===== config.mk =====
export PLATFORM = sky130hd
export DESIGN_NAME = pause_ctrl_multi
export DESIGN_NICKNAME = d
export VERILOG_FILES = /design/src/rtl/pause_ctrl_multi.sv
export SDC_FILE = /design/constraint.sdc
export NUM_CORES = 1
export LEC_CHECK = 0
export BUFFER_PORTS_ARGS = -buffer_cell sky130_fd_sc_hd__buf_2
export CAP_MARGIN = 10
export CORE_MARGIN = 4
export CORE_UTILIZATION = 40
export DETAILED_ROUTE_END_ITERATION = 10
export PLACE_DENSITY = 0.68
export SLEW_MARGIN = 20
export SYNTH_ARGS = -nofsm -noshare
export SYNTH_HDL_FRONTEND = slang
export SYNTH_SLANG_ARGS = --single-unit

===== constraint.sdc =====
create_clock -name clk_sys -period 1.11 [get_ports clk_sys]
set_input_delay 0.0555 -clock clk_sys [delete_from_list [all_inputs] [get_ports clk_sys]]
set_output_delay 0.0555 -clock clk_sys [all_outputs]
set_load 0.005 [all_outputs]

===== src/rtl/pause_ctrl_multi.sv =====
// pause_ctrl_multi: merges menu flag and maskable pause requests into a vblank-aligned core pause with frame stepping; optional dimming via PAUSE_DIM_EN.
module pause_ctrl_multi #(
   parameter int          NUM_REQ     = 4,
   parameter int          SYNC_STAGES = 2,
   parameter logic [23:0] DIM_TIMEOUT = 24'd6_000_000
) (
   input  logic               clk_sys,
   input  logic               reset_n,
   input  logic               os_inmenu,
   input  logic [NUM_REQ-1:0] pause_req,
   input  logic [NUM_REQ-1:0] req_mask,
   input  logic               vblank,
   input  logic               align_en,
   input  logic               step,
   output logic               pause_core,
   output logic [NUM_REQ:0]   src_active,
   output logic               dim_video
);
   typedef enum logic [2:0] {RUN, WAIT_IN, PAUSED, WAIT_OUT, STEP} state_t;
   state_t state, nxt;
   logic [SYNC_STAGES-1:0] sync;
   logic [NUM_REQ-1:0] req_eff;
   logic vblank_d, step_d, inmenu_s, req_any, vbl_rise, stp_rise;
   assign inmenu_s = sync[SYNC_STAGES-1];
   assign req_eff  = pause_req & ~req_mask;
   assign req_any  = inmenu_s | (|req_eff);
   assign vbl_rise = vblank & ~vblank_d;
   assign stp_rise = step & ~step_d;
   always_comb begin
      nxt = state;
      case (state)
         RUN:      nxt = req_any ? (align_en ? WAIT_IN : PAUSED) : RUN;
         WAIT_IN:  nxt = !req_any ? RUN : vbl_rise ? PAUSED : WAIT_IN;
         PAUSED:   nxt = !req_any ? (align_en ? WAIT_OUT : RUN) : stp_rise ? STEP : PAUSED;
         WAIT_OUT: nxt = req_any ? PAUSED : vbl_rise ? RUN : WAIT_OUT;
         STEP:     nxt = vbl_rise ? (req_any ? PAUSED : RUN) : STEP;
         default:  nxt = RUN;
      endcase
   end
   always_ff @(posedge clk_sys or negedge reset_n) begin
      if (!reset_n) begin
         state      <= RUN;
         sync       <= '0;
         vblank_d   <= 1'b0;
         step_d     <= 1'b0;
         pause_core <= 1'b0;
         src_active <= '0;
      end else begin
         state      <= nxt;
         sync       <= {sync[SYNC_STAGES-2:0], os_inmenu};
         vblank_d   <= vblank;
         step_d     <= step;
         pause_core <= (nxt == PAUSED) || (nxt == WAIT_OUT);
         src_active <= {inmenu_s, req_eff};
      end
   end
`ifdef PAUSE_DIM_EN
   localparam int CW = $clog2(DIM_TIMEOUT + 1);
   localparam logic [CW-1:0] DIM_MAX = CW'(DIM_TIMEOUT);
   logic [CW-1:0] dim_cnt;
   logic dim_clr;
   // WAIT_OUT keeps the dim state so a cancelled exit resumes where it was
   assign dim_clr = (nxt == RUN) || (nxt == WAIT_IN) || (nxt == STEP);
   always_ff @(posedge clk_sys or negedge reset_n) begin
      if (!reset_n) begin
         dim_cnt   <= '0;
         dim_video <= 1'b0;
      end else begin
         dim_cnt   <= dim_clr ? '0 : (state == PAUSED && nxt == PAUSED && dim_cnt != DIM_MAX) ? dim_cnt + 1'b1 : dim_cnt;
         dim_video <= dim_clr ? 1'b0 : (dim_cnt == DIM_MAX);
      end
   end
`else
   always_ff @(posedge clk_sys or negedge reset_n) begin
      if (!reset_n) dim_video <= 1'b0;
      else          dim_video <= 1'b0 & (DIM_TIMEOUT == '0);
   end
`endif
endmodule


After elaboration in Yosys (flattened, before gate mapping) --
Index checks and enable logic that the tools add are counted.
Word-level totals: bits in registers 13, bits of input ports 14, output and inout port bits 7, logic and storage cells 34
Cells by class: equality and inequality tests 6, multiplexer cells 12, bitwise logic cells 7, reductions and logical operators 3
Operator list (number):
- $mux 2 | 8
- $pmux 3 s5 | 1
- $eq 3x2->1 const B | 4
- $mux 3 | 3
- $and 4x4->4 | 1
- $not 4->4 | 1
- $reduce_or 4->1 | 1
- $eq 3x1->1 const B | 1
- $eq 3x3->1 const B | 1
- $logic_not 3->1 | 1
- $and 1x1->1 | 2
- $not 1->1 | 2
- $logic_or 1x1->1 | 1
- $or 1x1->1 | 1

Depth between registers and ports, before layout --
Gate-level depths: netlist (run 1).
word-level depth 9, mapped depth 4, mapped depth without buffers 4

Worst setup path after synthesis (run 1) --
No wires, ideal clock.
path kind input-to-reg, start input pause_req[1], end register pause_core, setup time 125 ps, arrival 1181 ps, data required time 985 ps, slack -196 ps, cell stages on the path 4, buffers on the path 0, cell sequence nor2b_4 -> or4_4 -> nor2_1 -> mux2_2
Between the ends: cells in the longest elaborated chain, start to end 8, elaborated cells between the ends (all ways) 13, those cells by class eq/ne (2); mux (7); bitwise (2); reduce/logical (2)
RTL lines:
- start, declared | line 10 | input logic [NUM_REQ-1:0] pause_req,
- $and 4x4->4 * | line 25 | assign req_eff = pause_req & ~req_mask;
- $reduce_or 4->1 * | line 26 | assign req_any = inmenu_s | (|req_eff);
- $or 1x1->1 * | line 26
- $mux 2 | line 36 | STEP: nxt = vbl_rise ? (req_any ? PAUSED : RUN) : STEP;
- $mux 3 | line 36
- $pmux 3 s5 * | line 31 | case (state)
- $eq 3x2->1 | line 53 | pause_core <= (nxt == PAUSED) || (nxt == WAIT_OUT);
- $logic_or 1x1->1 * | line 53
- end signal, assigned | line 53
- end, declared | line 15 | output logic pause_core,
Mark *: on every way between the ends. The rest lies on a longest branch, timed or not.

Worst setup path after layout (run 1) --
start register state[0], end register state[1]
Between the ends: cells in the longest elaborated chain, start to end 2, elaborated cells between the ends (all ways) 6, those cells by class eq/ne (4); mux (1); reduce/logical (1)
RTL lines:
- start, declared | line 20 | state_t state, nxt;
- start signal, assigned | line 49 | state <= nxt;
- $eq 3x3->1 (tied with other cells) | line 31
- $pmux 3 s5 * | line 31
- named net nxt[1] | line 20
Mark *: on every way through the listed nets, which the timed path passes. The rest lies on a longest branch.

==> results of run 1 <==
## cell families after synthesis
logic type | synth area share
flops | 0.6176
compound gates | 0.1140
buf+inv | 0.02851
mux | 0.04275
simple gates | 0.1900
other cells | 0.007119
## worst max path at each step
stage / slack [ns] / end / cells past startpoint / start
after global routing: -0.20 / pause_core$_DFF_PN0_ / 5 / vblank_d$_DFF_PN0_
after floorplan: -0.16 / pause_core$_DFF_PN0_ / 4 / pause_req[1]
after global placement: -0.29 / state[1]$_DFF_PN0_ / 5 / pause_req[0]
final: -0.13 / state[1]$_DFF_PN0_ / 5 / state[0]$_DFF_PN0_
after detailed placement: -0.30 / state[1]$_DFF_PN0_ / 5 / pause_req[0]
after CTS: -0.11 / state[1]$_DFF_PN0_ / 5 / vblank_d$_DFF_PN0_
## synth_stat cells, drive strengths merged
cell,count,share of area
a21o,1,0.014
a21oi,2,0.019
buf,1,0.014
conb,1,0.0071
dfrtp,13,0.62
inv,2,0.014
mux2,2,0.043
nand2b,1,0.012
nor2,3,0.021
nor2b,6,0.086
nor3,1,0.0095
nor3b,2,0.028
nor4,1,0.012
o2111ai,1,0.017
o21a,2,0.028
o21ai,2,0.019
o311ai,1,0.017
or4,1,0.021
## placed cells by master (no fill, tap or decap), drive strengths merged
cell type / count
a21o: 1
a21oi: 2
buf: 27
clkbuf: 4
conb: 1
dfrtp: 13
dlygate4sd3: 8
inv: 2
mux2: 2
nand2b: 1
nor2: 3
nor2b: 6
nor3: 1
nor3b: 2
nor4: 1
o2111ai: 1
o21a: 2
o21ai: 2
o311ai: 1
or4: 1
## per-layer routing
layer  global-route usage  up-vias
li1                     -      222
met1               0.1816      223
met2               0.2994       13
met3              0.02439        7
met4               0.1265        0
met5                    0        -
## final cells by class
class	count	area (µm²)
sequential	13	326.6
fill	74	286.5
multi-input combinational	27	264.0
timing repair buffer	35	242.7
clock buffer	4	26.28
tap	14	17.52
inverter	2	7.507
## registers in the layout, indices dropped and copies added (netlist names)
register / flops
pause_core: 1
src_active: 5
state: 3
step_d: 1
sync: 2
vblank_d: 1
## where the power goes
part	internal, mW	switching, mW	total (mW)	leakage, nW
Combinational	0.469	0.316	0.784	0.257
Sequential	0.565	0.0756	0.641	0.159
Clock	0.139	0.153	0.293	0.0150
Total	1.17	0.545	1.72	0.431
## worst min-delay path: cells and delay by family
family | cells | cell delay (ns)
AO/OA/AOI/OAI | 2 | 0.14
buffers and inverters | 1 | 0.13
## what timing repair did
| action | in CTS | in global routing |
|---|---|---|
| gates resized for setup | 9 | 10 |
| buffers inserted | 2 | 0 |
| endpoints found under the hold margin | 20 | 0 |
| hold buffers | 8 | 0 |
| pin swaps | 6 | 2 |
| setup endpoints to repair | 4 | 4 |
==> key figures, run 1 <==
Place
  – Place WS: -0.2987 ns
  – Final HPWL DP: 870.3 µm
  – GPL Wtd Cong: 0.7302
  – Buffers on Ports: 19
  – Placed cell count: 82
  – Area after DPL: 691.9 µm²

Timing
  – Fin crit share: 1.115
  – Hold slack: 0.07197 ns
  – Final setup skew: approximately 0.0033 ns
  – Final count of negative-setup-slack endpoints: 4
  – Final hold vios: 0
  – Setup TNS: -0.2560 ns
  – PnR worst setup slack: -0.1278 ns
  – Max-slew violation count: 0
  – RSZ-0062 raised after global routing: true
  – Period minus WS final: 1.238 ns
  – Fmax: 807.9 MHz

Drt
  – Met2 routed WL: ~700 µm
  – Met3 Wirelength: 43 µm
  – Total Routed Length: 1.351 mm
  – Top Layer Used: met4
  – Metal-1 WL: 555 µm
  – Vias per inst: 4.895
  – Drt drc: 0
  – Drt wl/cell: 14.22 µm
  – Antenna viol nets, final: 0
  – DR vias: 465
  – DRT iter0 DRCs: 2
  – Drt first pass iters: 2

Min path
  – Hold Crit Class: input pin to flop
  – Hold wc startpoint: step
  – Hold Path Sink: state[2]$_DFF_PN0_
  – Hold path depth: 3

Setup path
  – Worst r2r src: state[0]$_DFF_PN0_
  – Crit-path max cell delay: 0.43 ns
  – Critical Path Start Type: flop
  – WP buf/inv: 1
  – Cell Chain, Critical Path: buf_6, nor2_2, a21o_1, nor3b_2, mux2_4
  – FF-to-FF End: state[1]$_DFF_PN0_
  – CP Class: flop to flop
  – Crit. End Element: flop
  – Reg2Reg Setup Slack: -0.13 ns
  – Arrival @ worst endpoint: 1.40 ns
  – Slowest cell on the critical path: dfrtp_1
  – FF-to-FF path depth: 5
  – Crit path max-delay family: flip-flops
  – CP required: 1.27 ns
  – Critical path fanouts, max: 4

Clock network
  – CTS sink count: 13
  – CTS tree: done
  – CTS max path bufs: 2
  – Worst skew pair latency: roughly 0.28 ns
  – CTS Buf Count: 3
  – Clock transition at the registers of the reported paths: 0.07 ns
  – CTS H-Tree Depth: 1
  – CTS root buf: clkbuf_4

Power and ir drop
  – PD cells: between 1500 and 2000 mW/mm²
  – Lkg Pwr: 0.4310 nW
  – Max IR drop VDD: 987.3 µV
  – Overall Power: 1.718 mW

Logic synthesis
  – Post-Syn Nets: 57
  – Average size of a mapped cell: 12.25 µm²
  – Synthesized area: 526.8 µm²
  – Seq cells post-synth: 13
  – Post-synthesis sequential area ratio: 0.6176
  – YS warnings: 0
  – Synth cell types: 19
  – Mapped Cells: between 40 and 50

Finish
  – Fin cells: between 90 and 100
  – Final #Nets: 96
  – Finished Cell Area: 884.6 µm²
  – Share of cells above drive strength 1: 0.5556
  – Diodes inserted: 0
  – Final core occ: 0.7553
  – Area grow syn2layout: 67.93%

GRT
  – First-pass GRT wire length: 2.359 mm
  – Global route overflow: 0
  – Vias in the first global route: about 530
  – Largest net degree at the start of global routing: 14
  – Total track usage: 0.1701
  – Initial antenna violation count: 0

Die
  – IO Pins: 21
  – Die Span Y: about 44 µm
  – Starting Density: 0.4498
  – Site Rows: 12
  – Core ar.: 0.001171 mm²
  – Die W: approximately 44 µm
  – Die ar.: between 0.0015 and 0.002 mm²

Status
  – Status: complete, but fails checks
  – Violated checks: negative setup slack

Flow run
  – Max cap viols: 0
No activity file was read; power rests on OpenSTA's default activity.
==> run 2, diff against run 1 <==
==> constraint.sdc (replaced) <==
create_clock -name clk_sys -period 1.11 [get_ports clk_sys]
set_input_delay 0.111 -clock clk_sys [delete_from_list [all_inputs] [get_ports clk_sys]]
set_output_delay 0.111 -clock clk_sys [all_outputs]
set_load 0.005 [all_outputs]
==> key figures, run 2 (synthesis results as in run 1) <==
Timing
  – Period minus WS final: ~1.2 ns
  – PnR worst setup slack: -0.1090 ns
  – Final hold vios: 0
  – Final setup skew: ~0.0042 ns
  – Fmax: ~820 MHz
  – RSZ-0062 raised after global routing: true
  – Final count of negative-setup-slack endpoints: 4
  – Fin crit share: 1.098
  – Max-slew violation count: 0
  – Setup TNS: -0.2883 ns

Setup path
  – FF-to-FF path depth: 5
  – Arrival @ worst endpoint: about 1.4 ns
  – Reg2Reg Setup Slack: -0.11 ns
  – Critical Path Start Type: flop
  – FF-to-FF End: pause_core$_DFF_PN0_
  – CP Class: flop to flop
  – CP required: about 1.3 ns
  – Crit. End Element: flop
  – Worst r2r src: state[0]$_DFF_PN0_
  – Critical path fanouts, max: 4

Die
  – Core ar.: 0.001171 mm²
  – IO Pins: 21
  – Die Span Y: around 44 µm
  – Die ar.: approximately 0.0020 mm²
  – Starting Density: 0.4498
  – Die W: 44.29 µm
  – Site Rows: 12

Clock network
  – CTS Buf Count: 3
  – CTS tree: done
  – CTS root buf: clkbuf_4
  – CTS sink count: 13
  – Clock transition at the registers of the reported paths: 0.08 ns
  – CTS max path bufs: 2
  – Worst skew pair latency: 0.27 ns
  – CTS H-Tree Depth: 1

Drt
  – Drt wl/cell: about 13 µm
  – Vias per inst: roughly 4.8
  – Antenna viol nets, final: 0
  – DR vias: around 440
  – Drt first pass iters: 4
  – Drt drc: 0
  – DRT iter0 DRCs: 3
  – Total Routed Length: 1.232 mm

Power and ir drop
  – PD cells: 1946 mW/mm²
  – Lkg Pwr: a little over 0.4 nW
  – Overall Power: 1.690 mW
  – Max IR drop VDD: 1111 µV

GRT
  – Initial antenna violation count: 0
  – Total track usage: 0.1431
  – Global route overflow: 0
  – First-pass GRT wire length: between 2 and 2.5 mm
  – Largest net degree at the start of global routing: 14
  – Vias in the first global route: about 480

Place
  – Place WS: -0.3491 ns
  – GPL Wtd Cong: 0.7249
  – Final HPWL DP: 833 µm
  – Buffers on Ports: 19

Min path
  – Hold Path Sink: src_active[1]$_DFF_PN0_
  – Hold path depth: 2
  – Hold wc startpoint: req_mask[1]
  – Hold Crit Class: input pin to flop

Finish
  – Most common cell after layout, fill and taps aside: buf_2
  – Final #Nets: between 90 and 100
  – Max reg flops: 5
  – Top reg by flops: src_active
  – Most frequent cells in the layout: buf_2, dfrtp_1, dlygate4sd3_1, buf_4, nor2b_1
  – Biggest regs: src_active x5, state x3, sync x2
  – Share of cells above drive strength 1: 0.5949
  – Final core occ: 0.7415
  – Diodes inserted: 0
  – Area grow syn2layout: 64.85%
  – Number of filler cells placed in the layout: 79

Status
  – Status: complete, but fails checks
  – Violated checks: negative setup slack

Flow run
  – Max cap viols: 0
-- run 2: final cells by class --
cell class	count	area (µm²)	share of cell area
Tap cell	14	17.52	0.02017
Timing Repair Buffer	33	222.7	0.2565
Inverter	2	7.507	0.008646
Clock buffer	4	26.28	0.03026
Multi-Input combinational cell	27	266.5	0.3069
Sequential cell	13	327.8	0.3775
-- run 2: worst max-delay path by stage --
stage | from | endpoint | cells past startpoint
3_3_place_gp | pause_req[0] | state[1]$_DFF_PN0_ | 5
2_1_floorplan | pause_req[1] | pause_core$_DFF_PN0_ | 4
3_5_place_dp | pause_req[0] | pause_core$_DFF_PN0_ | 5
4_1_cts | state[0]$_DFF_PN0_ | pause_core$_DFF_PN0_ | 4
6_report | state[0]$_DFF_PN0_ | pause_core$_DFF_PN0_ | 5
5_1_grt | vblank_d$_DFF_PN0_ | state[1]$_DFF_PN0_ | 5
-- run 2: routing by layer --
layer	global-route usage	wire (µm)
met5	0	0
met4	0.07229	0
met3	0.02846	53
met2	0.2500	655
met1	0.1641	523
-- run 2: metrics by stage --
| stage | area (µm²) | cells | hold WS (ns) |
|---|---|---|---|
| 6_report | 868.3 | 93 | 0.01622 |
| 5_1_grt | 868.3 | 93 | 0.001523 |
| 4_1_cts | 832.0 | 93 | 0.008893 |
| 3_5_place_dp | 699.4 | 83 | 0.009445 |
| 3_3_place_gp | 699.4 | 83 | 0.008670 |
| 2_1_floorplan | 534.3 | 43 | -0.1846 |
-- run 2: critical path: stages, from the launching register on --
cell and delay, ns:
dfrtp_2 0.45, buf_6 0.13, nor2_2 0.10, a21o_1 0.12
nor3b_2 0.05, mux2_2 0.25
-- run 2: timing repair --
action                                 in CTS  in global routing
buffers inserted                            1                  0
pin swaps                                   5                  4
endpoints found under the hold margin      18                  0
hold buffers                                6                  0
setup endpoints to repair                   4                  4
gates resized for setup                    13                  7
-- run 2: report_power, final --
| group | internal [mW] | switching [mW] |
|---|---|---|
| sequential | 0.568 | 0.0996 |
| combinational | 0.436 | 0.300 |
| clock | 0.139 | 0.148 |
| total | 1.14 | 0.547 |
==> run 3, diff against run 2 <==
- BUFFER_PORTS_ARGS: -buffer_cell sky130_fd_sc_hd__buf_2 -> unset
- CORE_AREA: unset -> 4 4 41 43
- CORE_MARGIN: 4 -> unset
- CORE_UTILIZATION: 40 -> unset
- DIE_AREA: unset -> 0 0 45 47
- DONT_BUFFER_PORTS: unset -> 1
- PLACE_DENSITY: 0.68 -> 0.53
==> key figures, run 3 (synthesis results as in run 1) <==
Die
  – Die Span Y: 47 µm
  – Site Rows: 13
  – Starting Density: 0.4048
  – IO Pins: 21
  – Core ar.: 0.001301 mm²
  – Die W: 45 µm
  – Die ar.: approximately 0.0021 mm²

Setup path
  – Worst r2r src: state[1]$_DFF_PN0_
  – CP required: 1.27 ns
  – FF-to-FF End: state[1]$_DFF_PN0_
  – Reg2Reg Setup Slack: -0.09 ns
  – Crit-path max cell delay: 0.44 ns
  – Arrival @ worst endpoint: between 1 and 1.5 ns
  – Slowest cell on the critical path: dfrtp_2
  – Cell Chain, Critical Path: nor3b_4, o21ai_2, o311ai_2, mux2_4
  – Crit. End Element: flop
  – Critical path fanouts, max: 4
  – Critical Path Start Type: flop
  – Worst Setup EP: state[1]$_DFF_PN0_
  – Critical Path Start: state[1]$_DFF_PN0_
  – CP Class: flop to flop
  – FF-to-FF path depth: 4

GRT
  – Largest net degree at the start of global routing: 14
  – Global route overflow: 0
  – Initial antenna violation count: 0
  – Total track usage: 0.1143
  – Vias in the first global route: roughly 400
  – First-pass GRT wire length: 1.718 mm

Timing
  – Slew Limit Headroom: 0.6432
  – Fin crit share: 1.081
  – Fmax: 833.3 MHz
  – Max-slew violation count: 0
  – PnR worst setup slack: -0.08998 ns
  – Final hold vios: 0
  – Final count of negative-setup-slack endpoints: 3
  – Setup TNS: -0.2660 ns
  – RSZ-0062 raised after global routing: true
  – Final setup skew: ~0.003 ns
  – Worst slew pin tran: roughly 0.53 ns
  – Period minus WS final: 1.200 ns

Finish
  – Most frequent cells in the layout: dfrtp_1, dlygate4sd3_1, buf_4
  – Share of cells above drive strength 1: 0.5000
  – Number of filler cells placed in the layout: 107
  – Diodes inserted: 0
  – Area grow syn2layout: 49.17%
  – Top reg by flops: src_active
  – Max reg flops: 5
  – Final core occ: 0.6038
  – Biggest regs: src_active x5, state x3, sync x2
  – Final #Nets: 75
  – Most common cell after layout, fill and taps aside: dfrtp_1
  – Fin cells: 75

Place
  – Placed cell count: 62
  – Final HPWL DP: ~730 µm
  – Buffers on Ports: 0
  – GPL Wtd Cong: slightly above 0.7
  – Place WS: -0.3188 ns

Clock network
  – CTS sink count: 13
  – CTS max path bufs: 2
  – CTS Buf Count: 3
  – CTS tree: done
  – CTS H-Tree Depth: 1
  – Clock transition at the registers of the reported paths: 0.08 ns
  – CTS root buf: clkbuf_4
  – Worst skew pair latency: 0.27 ns
  – CTS hold repair buffers: 7

Min path
  – Hold Crit Class: input pin to flop

Drt
  – Vias per inst: 5.027
  – Total Routed Length: 1.073 mm
  – Drt first pass iters: 1
  – Drt wl/cell: 14.31 µm
  – DRT iter0 DRCs: 0
  – Drt drc: 0
  – Antenna viol nets, final: 0
  – DR vias: 377

Power and ir drop
  – Overall Power: 1.649 mW
  – PD cells: 2098 mW/mm²
  – Lkg Pwr: 0.3440 nW
  – Max IR drop VDD: 1022 µV

Status
  – Status: complete, but fails checks
  – Violated checks: negative setup slack

Flow run
  – Max cap viols: 0
## run 3: changes by cell type in the layout (fill, tap and decap cells not counted), moves of 2 or more
cell	before	now
nor2b_4	1	3
mux2_2	2	0
mux2_4	0	2
buf_6	2	0
buf_2	19	0
## run 3: worst max-delay path, delay by kind of cell (launching register included)
family	cells	cell delay (ns)
AO/OA/AOI/OAI	2	0.19
AND/OR/NAND/NOR	1	0.17
multiplexers	1	0.28
flip-flops	1	0.44
## run 3: where the power goes
group | internal [mW] | switching (mW)
registers | 0.573 | 0.133
clock network | 0.139 | 0.140
logic | 0.417 | 0.246
## run 3: worst min-delay path by stage
stage | from | end | slack, ns | cells past startpoint
final | step | state[2]$_DFF_PN0_ | 0.002 | 2
after global routing | step | state[2]$_DFF_PN0_ | -0.0008 | 2
after CTS | step | state[2]$_DFF_PN0_ | 0.01 | 2
after detailed placement | reset_n | sync[0]$_DFF_PN0_ | -0.18 | 0
after global placement | reset_n | sync[0]$_DFF_PN0_ | -0.18 | 0
after floorplan | reset_n | pause_core$_DFF_PN0_ | -0.18 | 0
## run 3: per-layer routing
metal / share of wire / wire (µm) / GRT usage / up-vias
li1: - / - / - / 182
met1: 0.36 / 388 / 0.1322 / 181
met2: 0.57 / 609 / 0.2034 / 14
met5: 0 / 0 / 0 / -
met4: 0 / 0 / 0.03509 / 0
met3: 0.071 / 76 / 0.03448 / 0
## run 3: repair_timing
action / CTS / global route
resized for setup: 7 / 16
pin swaps: 1 / 5
setup buffers: 2 / 0
hold endpoints to repair: 19 / 1
setup endpoints to repair: 3 / 3
## run 3: layout make-up
| class | count | area, µm² | area share |
|---|---|---|---|
| multi-input cells | 27 | 281.5 | 0.3583 |
| inverters | 2 | 7.507 | 0.009554 |
| repair buffers | 14 | 122.6 | 0.1561 |
| flip-flops and latches | 13 | 329.1 | 0.4188 |
| clock buffers | 4 | 26.28 | 0.03344 |
| well taps | 15 | 18.77 | 0.02389 |
## run 3: per-stage QoR
stage                     instance area (µm²)  hold slack (ns)
after floorplan                         534.3          -0.1846
after global placement                  583.1          -0.1842
after detailed placement                583.1          -0.1842
after CTS                               710.7          0.01089
after global routing                    785.8       -0.0008142
final                                   785.8         0.001634
